===== config.mk =====
export PLATFORM = sky130hd
export DESIGN_NAME = pmem_arbiter_n
export DESIGN_NICKNAME = d
export VERILOG_FILES = /design/src/rtl/pmem_arbiter_n.sv
export SDC_FILE = /design/constraint.sdc
export NUM_CORES = 1
export LEC_CHECK = 0
export ABC_CLOCK_PERIOD_IN_PS = 4059
export CAP_MARGIN = 20
export CORE_AREA = 5 5 271 273
export DETAILED_ROUTE_END_ITERATION = 7
export DIE_AREA = 0 0 276 278
export PLACE_DENSITY_LB_ADDON = 0.1
export SLEW_MARGIN = 20
export SYNTH_ARGS = -nofsm -noshare
export SYNTH_HDL_FRONTEND = slang
export SYNTH_SLANG_ARGS = --single-unit

===== constraint.sdc =====
create_clock -name clk -period 4.06 [get_ports clk]
set_input_delay 0.812 -clock clk [delete_from_list [all_inputs] [get_ports clk]]
set_output_delay 0.812 -clock clk [all_outputs]
set_load 0.05 [all_outputs]

===== src/rtl/pmem_arbiter_n.sv =====
`default_nettype none
// ============================================================================
//  Module   : pmem_arbiter_n
//  Purpose  : Arbitrates NUM_PORTS cache-side line read/write requesters onto
//             a single physical-memory port. One transaction is outstanding
//             at a time. Arbitration is round-robin or fixed priority.
//  Ports    :
//    clk, rst_n            - clock, asynchronous active-low reset
//    port_read/port_write  - per-port request strobes, held until port_resp
//    port_address          - per-port address, port i at [i*ADDR_W +: ADDR_W]
//    port_wdata            - per-port write line, port i at [i*LINE_W +: LINE_W]
//    port_resp             - one-hot completion pulse to the granted port
//    port_rdata            - read line broadcast to every port
//    pmem_read/pmem_write  - memory-side request strobes (registered)
//    pmem_address/wdata    - registered address / line of the granted request
//    pmem_resp/pmem_rdata  - memory completion pulse and read line
//    busy                  - a transaction is outstanding
//    proto_err             - sticky: some port asserted read and write together
//  Revision : 1.0 - initial release
// ============================================================================
module pmem_arbiter_n #(
    parameter int NUM_PORTS     = 2,
    parameter int ADDR_W        = 16,
    parameter int LINE_W        = 128,
    parameter int PRIORITY_MODE = 0
) (
    input  logic                          clk,
    input  logic                          rst_n,
    input  logic [NUM_PORTS-1:0]          port_read,
    input  logic [NUM_PORTS-1:0]          port_write,
    input  logic [NUM_PORTS*ADDR_W-1:0]   port_address,
    input  logic [NUM_PORTS*LINE_W-1:0]   port_wdata,
    output logic [NUM_PORTS-1:0]          port_resp,
    output logic [LINE_W-1:0]             port_rdata,
    output logic                          pmem_read,
    output logic                          pmem_write,
    output logic [ADDR_W-1:0]             pmem_address,
    output logic [LINE_W-1:0]             pmem_wdata,
    input  logic                          pmem_resp,
    input  logic [LINE_W-1:0]             pmem_rdata,
    output logic                          busy,
    output logic                          proto_err
);

    localparam int c_idx_w = $clog2(NUM_PORTS);

    typedef enum logic [0:0] {
        IDLE = 1'b0,
        BUSY = 1'b1
    } state_t;

    state_t               r_state;
    logic [c_idx_w-1:0]   r_grant;
    logic [c_idx_w-1:0]   r_last_grant;
    logic [ADDR_W-1:0]    r_addr;
    logic [LINE_W-1:0]    r_wdata;
    logic                 r_pmem_read;
    logic                 r_pmem_write;
    logic                 r_proto_err;

    logic [NUM_PORTS-1:0] w_req;
    logic                 w_conflict;
    logic [c_idx_w-1:0]   w_sel;
    logic                 w_found;
    logic [ADDR_W-1:0]    w_addr;
    logic [LINE_W-1:0]    w_wdata;
    logic                 w_write;

    assign w_req      = port_read | port_write;
    assign w_conflict = |(port_read & port_write);

    // Winner selection. In round-robin mode the first pass only considers
    // ports above last_grant; if none of those request, the plain
    // lowest-index pass picks the wrapped-around winner, which is exactly
    // the fixed-priority search as well.
    always_comb begin
        w_sel   = '0;
        w_found = 1'b0;
        if (PRIORITY_MODE == 0) begin
            for (int i = 0; i < NUM_PORTS; i++) begin
                if (!w_found && w_req[i] && (c_idx_w'(i) > r_last_grant)) begin
                    w_sel   = c_idx_w'(i);
                    w_found = 1'b1;
                end
            end
        end
        for (int i = 0; i < NUM_PORTS; i++) begin
            if (!w_found && w_req[i]) begin
                w_sel   = c_idx_w'(i);
                w_found = 1'b1;
            end
        end
    end

    // Fields of the selected port. A port raising both strobes is a write.
    always_comb begin
        w_addr  = '0;
        w_wdata = '0;
        w_write = 1'b0;
        for (int i = 0; i < NUM_PORTS; i++) begin
            if (w_sel == c_idx_w'(i)) begin
                w_addr  = port_address[i*ADDR_W +: ADDR_W];
                w_wdata = port_wdata[i*LINE_W +: LINE_W];
                w_write = port_write[i];
            end
        end
    end

    always_ff @(posedge clk or negedge rst_n) begin
        if (!rst_n) begin
            r_state      <= IDLE;
            r_grant      <= '0;
            r_last_grant <= c_idx_w'(NUM_PORTS - 1);
            r_addr       <= '0;
            r_wdata      <= '0;
            r_pmem_read  <= 1'b0;
            r_pmem_write <= 1'b0;
            r_proto_err  <= 1'b0;
        end else begin
            if (w_conflict) begin
                r_proto_err <= 1'b1;
            end
            case (r_state)
                IDLE: begin
                    // pmem_resp is deliberately not looked at here.
                    if (w_found) begin
                        r_state      <= BUSY;
                        r_grant      <= w_sel;
                        r_addr       <= w_addr;
                        r_wdata      <= w_wdata;
                        r_pmem_read  <= ~w_write;
                        r_pmem_write <= w_write;
                        if (PRIORITY_MODE == 0) begin
                            r_last_grant <= w_sel;
                        end
                    end
                end
                BUSY: begin
                    if (pmem_resp) begin
                        r_state      <= IDLE;
                        r_pmem_read  <= 1'b0;
                        r_pmem_write <= 1'b0;
                    end
                end
                default: begin
                    r_state      <= IDLE;
                    r_pmem_read  <= 1'b0;
                    r_pmem_write <= 1'b0;
                end
            endcase
        end
    end

    // Completion is passed straight through to the granted port so the
    // requester sees it in the same cycle as the memory.
    always_comb begin
        port_resp = '0;
        if (r_state == BUSY) begin
            for (int i = 0; i < NUM_PORTS; i++) begin
                port_resp[i] = pmem_resp && (r_grant == c_idx_w'(i));
            end
        end
    end

    assign port_rdata   = pmem_rdata;
    assign pmem_read    = r_pmem_read;
    assign pmem_write   = r_pmem_write;
    assign pmem_address = r_addr;
    assign pmem_wdata   = r_wdata;
    assign busy         = (r_state == BUSY);
    assign proto_err    = r_proto_err;

endmodule
`default_nettype wire

==> metrics.txt, run 1 <==
IO Pins=between 700 and 800; Die H=278 um; #FFs+latches synth=150; Critical Path RT=3.25 ns; final RePlAce weighted congestion=0.693; largest net degree at the start of global routing=82; CTS buffer count=17; Die Area=0.0767 mm^2; worst slack, placed=between 0.8 and 0.9 ns; H-tree depth=4; Final Max Tran Viols=0; PwrDens=539 mW/mm^2; Rows=98; design area=0.0129 mm^2; Worst path max stage delay=0.81 ns; total track usage=around 10%; Final WS setup=0.929 ns; Slowest-stage cell, CP=clkdlybuf4s50_1; post-CTS sizing=0; Initial Util=between 10% and 20%; Fin Setup TNS=0 ns; critical path peak fanout=3; post-detail-place hpwl=28.8 mm; die width=about 280 um; crit path cell chain=clkdlybuf4s50_1, nand2_1, nor2_1, clkdlybuf4s50_1; post-detailed-routing wire length=slightly above 40 mm; initial antenna violation count=7; routed vias/inst=3.46; DRT Pass-1 Iters=4; Final Net Count=1,655; IO Port Bufs=roughly 440; Max Freq=319 MHz; status=completed; static leakage=slightly below 5 nW; Detail Route Antenna Nets=0; CTS Buffer Depth=2; Worst setup SP type=input port; Setup CP Type=in -> out; Fin Clk Skew=0.0150 ns; minimum clock period=3.13 ns; RSZ-0062 raised after global routing=false; clock root buffer=clkbuf_16; gr ovfl total=0; top cell type by total area after synthesis=dfrtp_1; worst path arrival time=about 2.3 ns; Mapped Area=0.00774 mm^2; Initial DRC Count=318; core area=0.0709 mm^2; maximum VDD drop=0.222 mV; Reg clk slew, reported paths=0.08 ns; vias in the first global route=8,229; final hold vios=0; post-CTS setup buffers=0; Synth cell types=24; max_cap viols=0; CP endpoint kind=primary output; Critical R2R Launch=r_last_grant; share of layout cells above drive strength 1=4.50%; Synth top area share=48.2%; Critical R2R Capture=pmem_wdata[106]; DRC viols=0; Tcrit/Tclk final=77.1%; most used cell, CP=clkdlybuf4s50_1; largest cells by area after synthesis=dfrtp_1 (48%), a21oi_1 (19%), buf_4 (13%); placed cell area=0.0123 mm^2; global-route wire length before repair=just under 60 mm; Final Util=18.3%; worst hold margin=0.248 ns; Final Setup Violations=0; hold buffers post-CTS=0; Worst Max-Slew Pin Slew=0.687 ns; worst skew pair latency=0.47 ns; P&R area growth vs syn=67.2%; clk sinks=150; Worst Reg-to-Reg Cells=5; CTS tree=yes; sequential share of the synthesized area=48.5%; synthesized area per cell=8.21 um^2; routed len/inst=18.4 um; Worst slew margin=a little over half; Mapped Nets=around 1.4k; reg-to-reg slack, setup=2.18 ns; DR vias=7,609; post-synthesis instance total=943; Synth Warn #=0; Hold Path Class=in -> async
per-stage QoR:
step                power (mW)  std cells
finish                    6.97       2198
global route              7.38       2196
floorplan                 4.20        943
CTS                       7.18       2195
global placement          5.29       2163
detailed placement        5.28       2163
how the worst max path moves through the flow:
stage                  start        endpoint  slack [ns]  depth (start not counted)
2_1_floorplan           busy    port_resp[0]        1.65                          3
3_3_place_gp       pmem_resp    port_resp[0]        0.88                          4
3_5_place_dp   port_write[1]  pmem_wdata[26]        0.82                          6
4_1_cts            pmem_resp    port_resp[0]        0.92                          4
5_1_grt            pmem_resp    port_resp[0]        0.85                          4
6_report           pmem_resp    port_resp[0]        0.93                          4
routing by layer:
| layer | GRT usage, % | vias up | wire (um) | share of wire (%) |
|---|---|---|---|---|
| met5 | 0 | - | 56 | 0.14 |
| met4 | 3.84 | 8 | 1160 | 2.9 |
| met3 | 5.68 | 99 | 4160 | 10 |
| met2 | 16.6 | 322 | 19200 | 47 |
| met1 | 11.4 | 3628 | 15900 | 39 |
| li1 | - | 3552 | - | - |
logic make-up (layout without fill, tap and decap cells):
logic type	count (synthesis)	after routing	synth area share, %
mux	1	1	0.129
buf+inv	194	496	17.0
simple gates	302	302	15.1
flops	150	150	48.5
other cells	0	3	0
compound gates	296	296	19.3
area by class of cell:
class / instances / area (um^2)
antenna: 3 / 7.51
clock buffer: 20 / 447
clock inverter: 12 / 166
fill: 8017 / 57900
inverter: 1 / 3.75
multi-input combinational: 599 / 2690
sequential: 150 / 3750
tap: 950 / 1190
timing repair buffer: 463 / 4690
power by group:
part	internal (mW)	leakage (nW)	total (mW)	switching, mW
Clock	0.996	0.292	1.79	0.799
Sequential	1.83	1.68	2.02	0.188
Combinational	1.09	2.97	3.16	2.07
Total	3.92	4.94	6.97	3.06
worst max-delay path, delay by kind of cell:
kind	cells	cell delay [ns]
buf+inv	2	1.31
simple gates	2	0.20
cells in the mapped netlist, drive strengths merged:
cell and count:
or2 2, o21ai 4, dfstp 1, nand2 148, and2 1, nor4 1
and3 2, nor2 146, nand2b 1, buf 167, a31oi 1, a221o 1
inv 1, mux2i 1, dfrtp 149, a21o 1, nand3 1, a21oi 289
clkbuf 26
placed cells by master, fill, tap and decap left out, types with 2 or more instances in the layout:
cell | netlist | routed
buf_4 | 130 | 11
dfrtp_1 | 149 | 149
and3_1 | 2 | 2
o21ai_1 | 3 | 3
nor2_1 | 145 | 145
bufinv_16 | 0 | 3
diode_2 | 0 | 3
clkbuf_1 | 26 | 2
buf_12 | 0 | 8
inv_6 | 0 | 4
nand2_1 | 148 | 147
clkinvlp_4 | 0 | 2
clkdlybuf4s50_1 | 0 | 443
clkinv_4 | 0 | 3
a21oi_1 | 289 | 289
clkbuf_16 | 0 | 17
flip-flops by register name, summed over array words and instances, names as in the netlist:
name and flops:
proto_err 1, pmem_address 16, r_grant 1, pmem_write 1, pmem_read 1, busy 1
r_last_grant 1, pmem_wdata 128
No activity file was read; power rests on OpenSTA's default activity.
==> run 2, diff against run 1 <==
--- a/config.mk
+++ b/config.mk
@@ -5,11 +5,11 @@
 export SDC_FILE = /design/constraint.sdc
 export NUM_CORES = 1
 export LEC_CHECK = 0
-export ABC_CLOCK_PERIOD_IN_PS = 4059
+export ABC_CLOCK_PERIOD_IN_PS = 2700
 export CAP_MARGIN = 20
-export CORE_AREA = 5 5 271 273
+export CORE_AREA = 5 5 269 271
 export DETAILED_ROUTE_END_ITERATION = 7
-export DIE_AREA = 0 0 276 278
+export DIE_AREA = 0 0 274 276
 export PLACE_DENSITY_LB_ADDON = 0.1
 export SLEW_MARGIN = 20
 export SYNTH_ARGS = -nofsm -noshare
==> constraint.sdc (replaced) <==
create_clock -name clk -period 2.7 [get_ports clk]
set_input_delay 0.54 -clock clk [delete_from_list [all_inputs] [get_ports clk]]
set_output_delay 0.54 -clock clk [all_outputs]
set_load 0.05 [all_outputs]
==> run 2 against run 1 <==
  * Combinational power rose by 53%
  * Clock power rose by 44%
  * Sequential share of layout area down 0.42 points
  * Final cell count grew 0.18%
==> metrics.txt, run 2 (synthesis results as in run 1) <==
CP delay by family, top=buffers and inverters (unchanged); die width=274 um (was 276 um); Worst Max-Slew Pin Slew=0.708 ns (was 0.687 ns); minimum clock period=2.50 ns; static leakage=5.05 nW (was 4.94 nW); post-detail-place hpwl=29.5 mm (was 28.8 mm); Final Net Count=1,672 (was 1,655); Clk network pwr share=24.6% (was 25.7%); critical path peak fanout=6 (was 3); final-layout fill cell count=7,793 (was 8,017); max_cap viols=0 (unchanged); Worst path max stage delay=0.93 ns (was 0.81 ns); CTS Buffer Depth=2 (unchanged); max FFs per register=128 (unchanged); Sw Pwr=4.58 mW (was 3.06 mW); DR vias=7,508 (was 7,609); core area=0.0695 mm^2 (was 0.0709 mm^2); post-CTS sizing=0 (unchanged); worst skew pair latency=0.47 ns (about the same); Critical Path RT=2.16 ns (was 3.25 ns); Worst slew margin=52.8% (was 54.0%); Final WS setup=0.198 ns (was 0.929 ns); total track usage=10.3% (about the same); maximum VDD drop=0.382 mV (was 0.222 mV); combinational group share of total power=46.2% (was 45.3%); M1 wire length=15.4 mm (was 15.9 mm); Die H=276 um (was 278 um); post-CTS setup buffers=0 (unchanged); RSZ-0062 raised after global routing=false (unchanged); Final Max Tran Viols=0 (unchanged); Slowest-stage cell, CP=clkdlybuf4s50_1 (unchanged); Hold Path Class=in -> async (unchanged); final hold vios=0 (unchanged); gr ovfl total=0 (unchanged); clock root buffer=clkbuf_16 (unchanged); global-route wire length before repair=58.0 mm (was 58.7 mm); H-tree depth=4 (unchanged); clk sinks=150 (unchanged); most frequent cells in the layout=clkdlybuf4s50_1 (441), a21oi_1 (289), dfrtp_1 (149) (was clkdlybuf4s50_1 (443), a21oi_1 (289), dfrtp_1 (149)); P&R area growth vs syn=69.7% (was 67.2%); CP bufs+invs=1 (was 2); Final Power=10.5 mW (was 6.97 mW); hold buffers post-CTS=0 (unchanged); CTS buffer count=17 (unchanged); worst slack, placed=0.303 ns (was 0.819 ns); share of layout cells above drive strength 1=6.02% (was 4.50%); CTS tree=yes (unchanged); IO Port Bufs=444 (unchanged); diodes inserted=0 (was 3); worst path arrival time=1.96 ns (was 2.32 ns); post-detailed-routing wire length=39.9 mm (was 40.4 mm); status=completed (unchanged); largest net degree at the start of global routing=66 (was 82); vias in the first global route=8,457 (was 8,229); IO Pins=701 (unchanged); Max Freq=400 MHz; Critical R2R Launch=r_last_grant (unchanged); commonest non-fill, non-tap cell in the layout=clkdlybuf4s50_1 (unchanged); CP endpoint kind=primary output (unchanged); Switching Fraction=43.8% (about the same); Fin Setup TNS=0 ns (unchanged); DRT Pass-1 Iters=4 (unchanged); DRC viols=0 (unchanged); Critical R2R Capture=pmem_wdata[106] (unchanged); crit path cell chain=clkdlybuf4s50_1 (was clkdlybuf4s50_1, nand2_1, nor2_1, clkdlybuf4s50_1); routed len/inst=18.1 um (was 18.4 um); Fin Clk Skew=0.0136 ns (was 0.0150 ns); worst hold margin=0.0742 ns (was 0.248 ns); met2 wire length=18.7 mm (was 19.2 mm); Final Setup Violations=0 (unchanged); Worst Setup SP=busy (was pmem_resp); sequential power share=29.2% (was 28.9%); Initial Util=11.1% (was 10.9%); met3 WL=4.14 mm (was 4.16 mm); Initial DRC Count=227 (was 318); Reg clk slew, reported paths=0.07 ns (was 0.08 ns); Worst setup SP type=register (was input port); internal power=5.88 mW (was 3.92 mW); Die Area=0.0756 mm^2 (was 0.0767 mm^2); PwrDens=796 mW/mm^2 (was 539 mW/mm^2); Rows=97 (was 98); routed vias/inst=3.41 (was 3.46); final RePlAce weighted congestion=0.705 (was 0.693); Tcrit/Tclk final=between 90 and 100%; Worst Reg-to-Reg Cells=6 (was 5); reg-to-reg slack, setup=0.95 ns (was 2.18 ns); top layer reached by signal wires=met5 (unchanged); Setup CP Type=reg -> out (was in -> out); Detail Route Antenna Nets=0 (unchanged); initial antenna violation count=7 (unchanged)
[run 2: cell types whose count changed in the layout (fill, tap and decap cells not counted), sizes merged]
cell,change
buf,+19
bufinv,-1
clkbuf,-1
clkdlybuf4s50,-2
clkinv,-1
clkinvlp,+3
diode,-3
[run 2: worst max path at each step]
| stage | end | slack [ns] | cells past startpoint |
|---|---|---|---|
| after floorplan | port_resp[0] | 0.56 | 3 |
| after global placement | pmem_wdata[13] | 0.30 | 7 |
| after detailed placement | pmem_wdata[7] | 0.30 | 7 |
| after CTS | busy | 0.12 | 1 |
| after global routing | busy | 0.09 | 1 |
| final | busy | 0.20 | 1 |
[run 2: metal layers]
layer	track usage [%]	vias up
met5	0	-
met4	5.07	12
met3	5.28	93
met2	16.9	329
met1	10.9	3485
li1	-	3589
[run 2: power by group through the flow]
| stage | Sequential, mW | Combinational [mW] | Clock, mW |
|---|---|---|---|
| global placement | 3.10 | 4.96 | 0 |
| detailed placement | 3.10 | 4.94 | 0 |
| finish | 3.05 | 4.84 | 2.57 |
| global route | 3.13 | 5.15 | 2.82 |
| CTS | 3.06 | 4.95 | 2.74 |
| floorplan | 4.83 | 1.48 | 0 |
[run 2: layout make-up]
class / count / area (um^2) / area share (%)
Timing Repair Buffer: 480 / 4920 / 37.5
Sequential cell: 150 / 3750 / 28.6
Multi-Input combinational cell: 599 / 2690 / 20.5
Tap cell: 940 / 1180 / 8.95
Clock buffer: 19 / 443 / 3.37
Clock inverter: 13 / 146 / 1.11
Inverter: 1 / 3.75 / 0.0286
[run 2: metrics by stage]
step	util (%)	cells	area, um^2
6_report	18.9	2202	13100
4_1_cts	18.9	2202	13100
5_1_grt	18.9	2202	13100
3_5_place_dp	18.0	2170	12500
2_1_floorplan	-	943	7740
3_3_place_gp	18.0	2170	12500
[run 2: worst reg2reg max path: stages, from the launching register on]
cell and delay, ns:
dfstp_2 0.56, o21ai_0 0.11, buf_4 0.16, nand2_4 0.14, buf_12 0.28, nand2_1 0.27, a21oi_1 0.15
==> run 3, diff against run 2 <==
--- a/config.mk
+++ b/config.mk
@@ -7,9 +7,10 @@
 export LEC_CHECK = 0
 export ABC_CLOCK_PERIOD_IN_PS = 2700
 export CAP_MARGIN = 20
-export CORE_AREA = 5 5 269 271
+export CORE_AREA = 5 5 272 274
 export DETAILED_ROUTE_END_ITERATION = 7
-export DIE_AREA = 0 0 274 276
+export DIE_AREA = 0 0 277 279
+export DONT_BUFFER_PORTS = 1
 export PLACE_DENSITY_LB_ADDON = 0.1
 export SLEW_MARGIN = 20
 export SYNTH_ARGS = -nofsm -noshare
==> run 3 against run 2 <==
  * The run now ends with negative hold slack left
  * Flip-flop and latch count is the same
  * Critical path type unchanged
  * Largest cell class is now registers
  * Sequential share of layout area grew 16 points
  * Utilization shrank 7.0 points
  * Register-to-register slack lost 0.09 ns
  * Highest routed layer unchanged
  * Clock-buffer cell count is the same
  * Hold slack lost 0.32 ns
==> metrics.txt, run 3 (synthesis results as in run 1) <==
Final Power=8.95 mW (was 10.5 mW); Switching Fraction=47.8% (was 43.8%); Reg clk slew, reported paths=0.08 ns (was 0.07 ns); Initial Util=10.9% (was 11.1%); Worst path max stage delay=0.78 ns (was 0.93 ns); commonest non-fill, non-tap cell in the layout=a21oi_1 (was clkdlybuf4s50_1); H-tree depth=4 (unchanged); Die H=279 um (was 276 um); Crit. path cell count=1 (unchanged); largest net degree at the start of global routing=151 (was 66); die width=277 um (was 274 um); Fin Setup TNS=0 ns (unchanged); Critical R2R Launch=busy (was r_last_grant); routed vias/inst=3.42 (was 3.41); vias in the first global route=6,338 (was 8,457); post-CTS setup buffers=0 (unchanged); P&R area growth vs syn=8.92% (was 69.7%); share of layout cells above drive strength 1=5.94% (was 6.02%); Hold Path Class=in -> async (unchanged); crit path cell chain=and3_1 (was clkdlybuf4s50_1); post-detail-place hpwl=23.9 mm (was 29.5 mm); Clk network pwr share=30.1% (was 24.6%); RSZ-0062 raised after global routing=false (unchanged); PwrDens=1060 mW/mm^2 (was 796 mW/mm^2); Critical Path RT=2.16 ns (about the same); most frequent cells in the layout=a21oi_1 (289), dfrtp_1 (149), nand2_1 (147) (was clkdlybuf4s50_1 (441), a21oi_1 (289), dfrtp_1 (149)); worst skew pair latency=0.49 ns (was 0.47 ns); sequential power share=56.0% (was 29.2%); max_cap viols=0 (unchanged); Rows=98 (was 97); total track usage=8.55% (was 10.3%); Worst Reg-to-Reg Cells=4 (was 6); Tcrit/Tclk final=87.1% (was 92.7%); CP endpoint kind=primary output (unchanged); failing checks=negative hold slack; maximum VDD drop=0.314 mV (was 0.382 mV); Die Area=0.0773 mm^2 (was 0.0756 mm^2); status=finished, violations left (was completed); Worst Max-Slew Pin Slew=0.737 ns (was 0.708 ns); clock root buffer=clkbuf_16 (unchanged); CTS buffer count=17 (unchanged); DRT Pass-1 Iters=5 (was 4); post-detailed-routing wire length=34.3 mm (was 39.9 mm); post-CTS sizing=0 (unchanged); IO Pins=701 (unchanged); IO Port Bufs=0 (was 444); clk sinks=150 (unchanged); Max Freq=425 MHz (was 400 MHz); Final Net Count=1,201 (was 1,672); internal power=4.67 mW (was 5.88 mW); Critical R2R Capture=pmem_wdata[105] (was pmem_wdata[106]); worst path arrival time=1.81 ns (was 1.96 ns); Initial DRC Count=228 (was 227); Final Setup Violations=0 (unchanged); max FFs per register=128 (unchanged); core area=0.0711 mm^2 (was 0.0695 mm^2); critical path peak fanout=6 (unchanged); Fin Clk Skew=0.0291 ns (was 0.0136 ns); initial antenna violation count=6 (was 7); DRC viols=0 (unchanged); reg-to-reg slack, setup=0.86 ns (was 0.95 ns); Slowest-stage cell, CP=dfrtp_1 (was clkdlybuf4s50_1); static leakage=3.15 nW (was 5.05 nW); Worst slew margin=50.9% (was 52.8%); CTS Buffer Depth=2 (unchanged); worst hold margin=-0.242 ns (was 0.0742 ns); CP delay by family, top=flip-flops (was buffers and inverters); Worst setup SP type=register (unchanged); global-route wire length before repair=48.3 mm (was 58.0 mm); Setup CP Type=reg -> out (unchanged); final RePlAce weighted congestion=0.703 (was 0.705); gr ovfl total=0 (unchanged); DR vias=5,964 (was 7,508); routed len/inst=19.7 um (was 18.1 um); minimum clock period=2.35 ns (was 2.50 ns); Final Max Tran Viols=0 (unchanged); Detail Route Antenna Nets=0 (unchanged); CTS tree=yes (unchanged); Sw Pwr=4.28 mW (was 4.58 mW); CP bufs+invs=0 (was 1); final-layout fill cell count=8,295 (was 7,793); combinational group share of total power=13.9% (was 46.2%); final hold vios=150 (was 0)
-- run 3: area by class of cell --
cell class                 count  area, um^2  area share (%)
inverter                       1        3.75          0.0445
antenna                        4        10.0           0.119
sequential                   150        3750            44.5
tap                          950        1190            14.1
clock inverter                13         166            1.97
timing repair buffer           9         168            1.99
multi-input combinational    599        2690            31.9
clock buffer                  19         453            5.37
-- run 3: how the worst max path moves through the flow --
stage	end	slack, ns	from
detailed placement	pmem_wdata[95]	0.68	port_write[1]
global placement	pmem_wdata[105]	0.70	port_write[1]
floorplan	port_resp[0]	0.56	busy
finish	port_resp[1]	0.35	busy
CTS	port_resp[1]	0.25	busy
global route	port_resp[0]	0.21	busy
-- run 3: stage by stage --
step	util [%]	area (um^2)	setup WS [ns]	cells	hold slack (ns)
after floorplan	-	7740	0.563	943	0.244
after global placement	11.0	7800	0.701	1709	0.251
after detailed placement	11.0	7800	0.676	1709	0.250
after CTS	11.8	8420	0.247	1741	-0.310
after global routing	11.9	8430	0.208	1745	-0.308
final	11.9	8430	0.348	1745	-0.242
-- run 3: power by group through the flow --
stage          sequential [mW]  clock [mW]  combinational (mW)
2_1_floorplan             4.83           0                1.48
3_3_place_gp              5.12           0                1.29
3_5_place_dp              5.09           0                1.30
4_1_cts                   5.05        2.89                1.30
5_1_grt                   5.09        2.94                1.43
6_report                  5.01        2.70                1.25
-- run 3: layer usage --
metal,vias up,GRT usage [%],routed length [um]
met5,-,0,13
met4,2,5.44,1760
met3,100,5.00,4090
met2,370,13.8,16600
met1,2851,8.43,11800
li1,2641,-,-
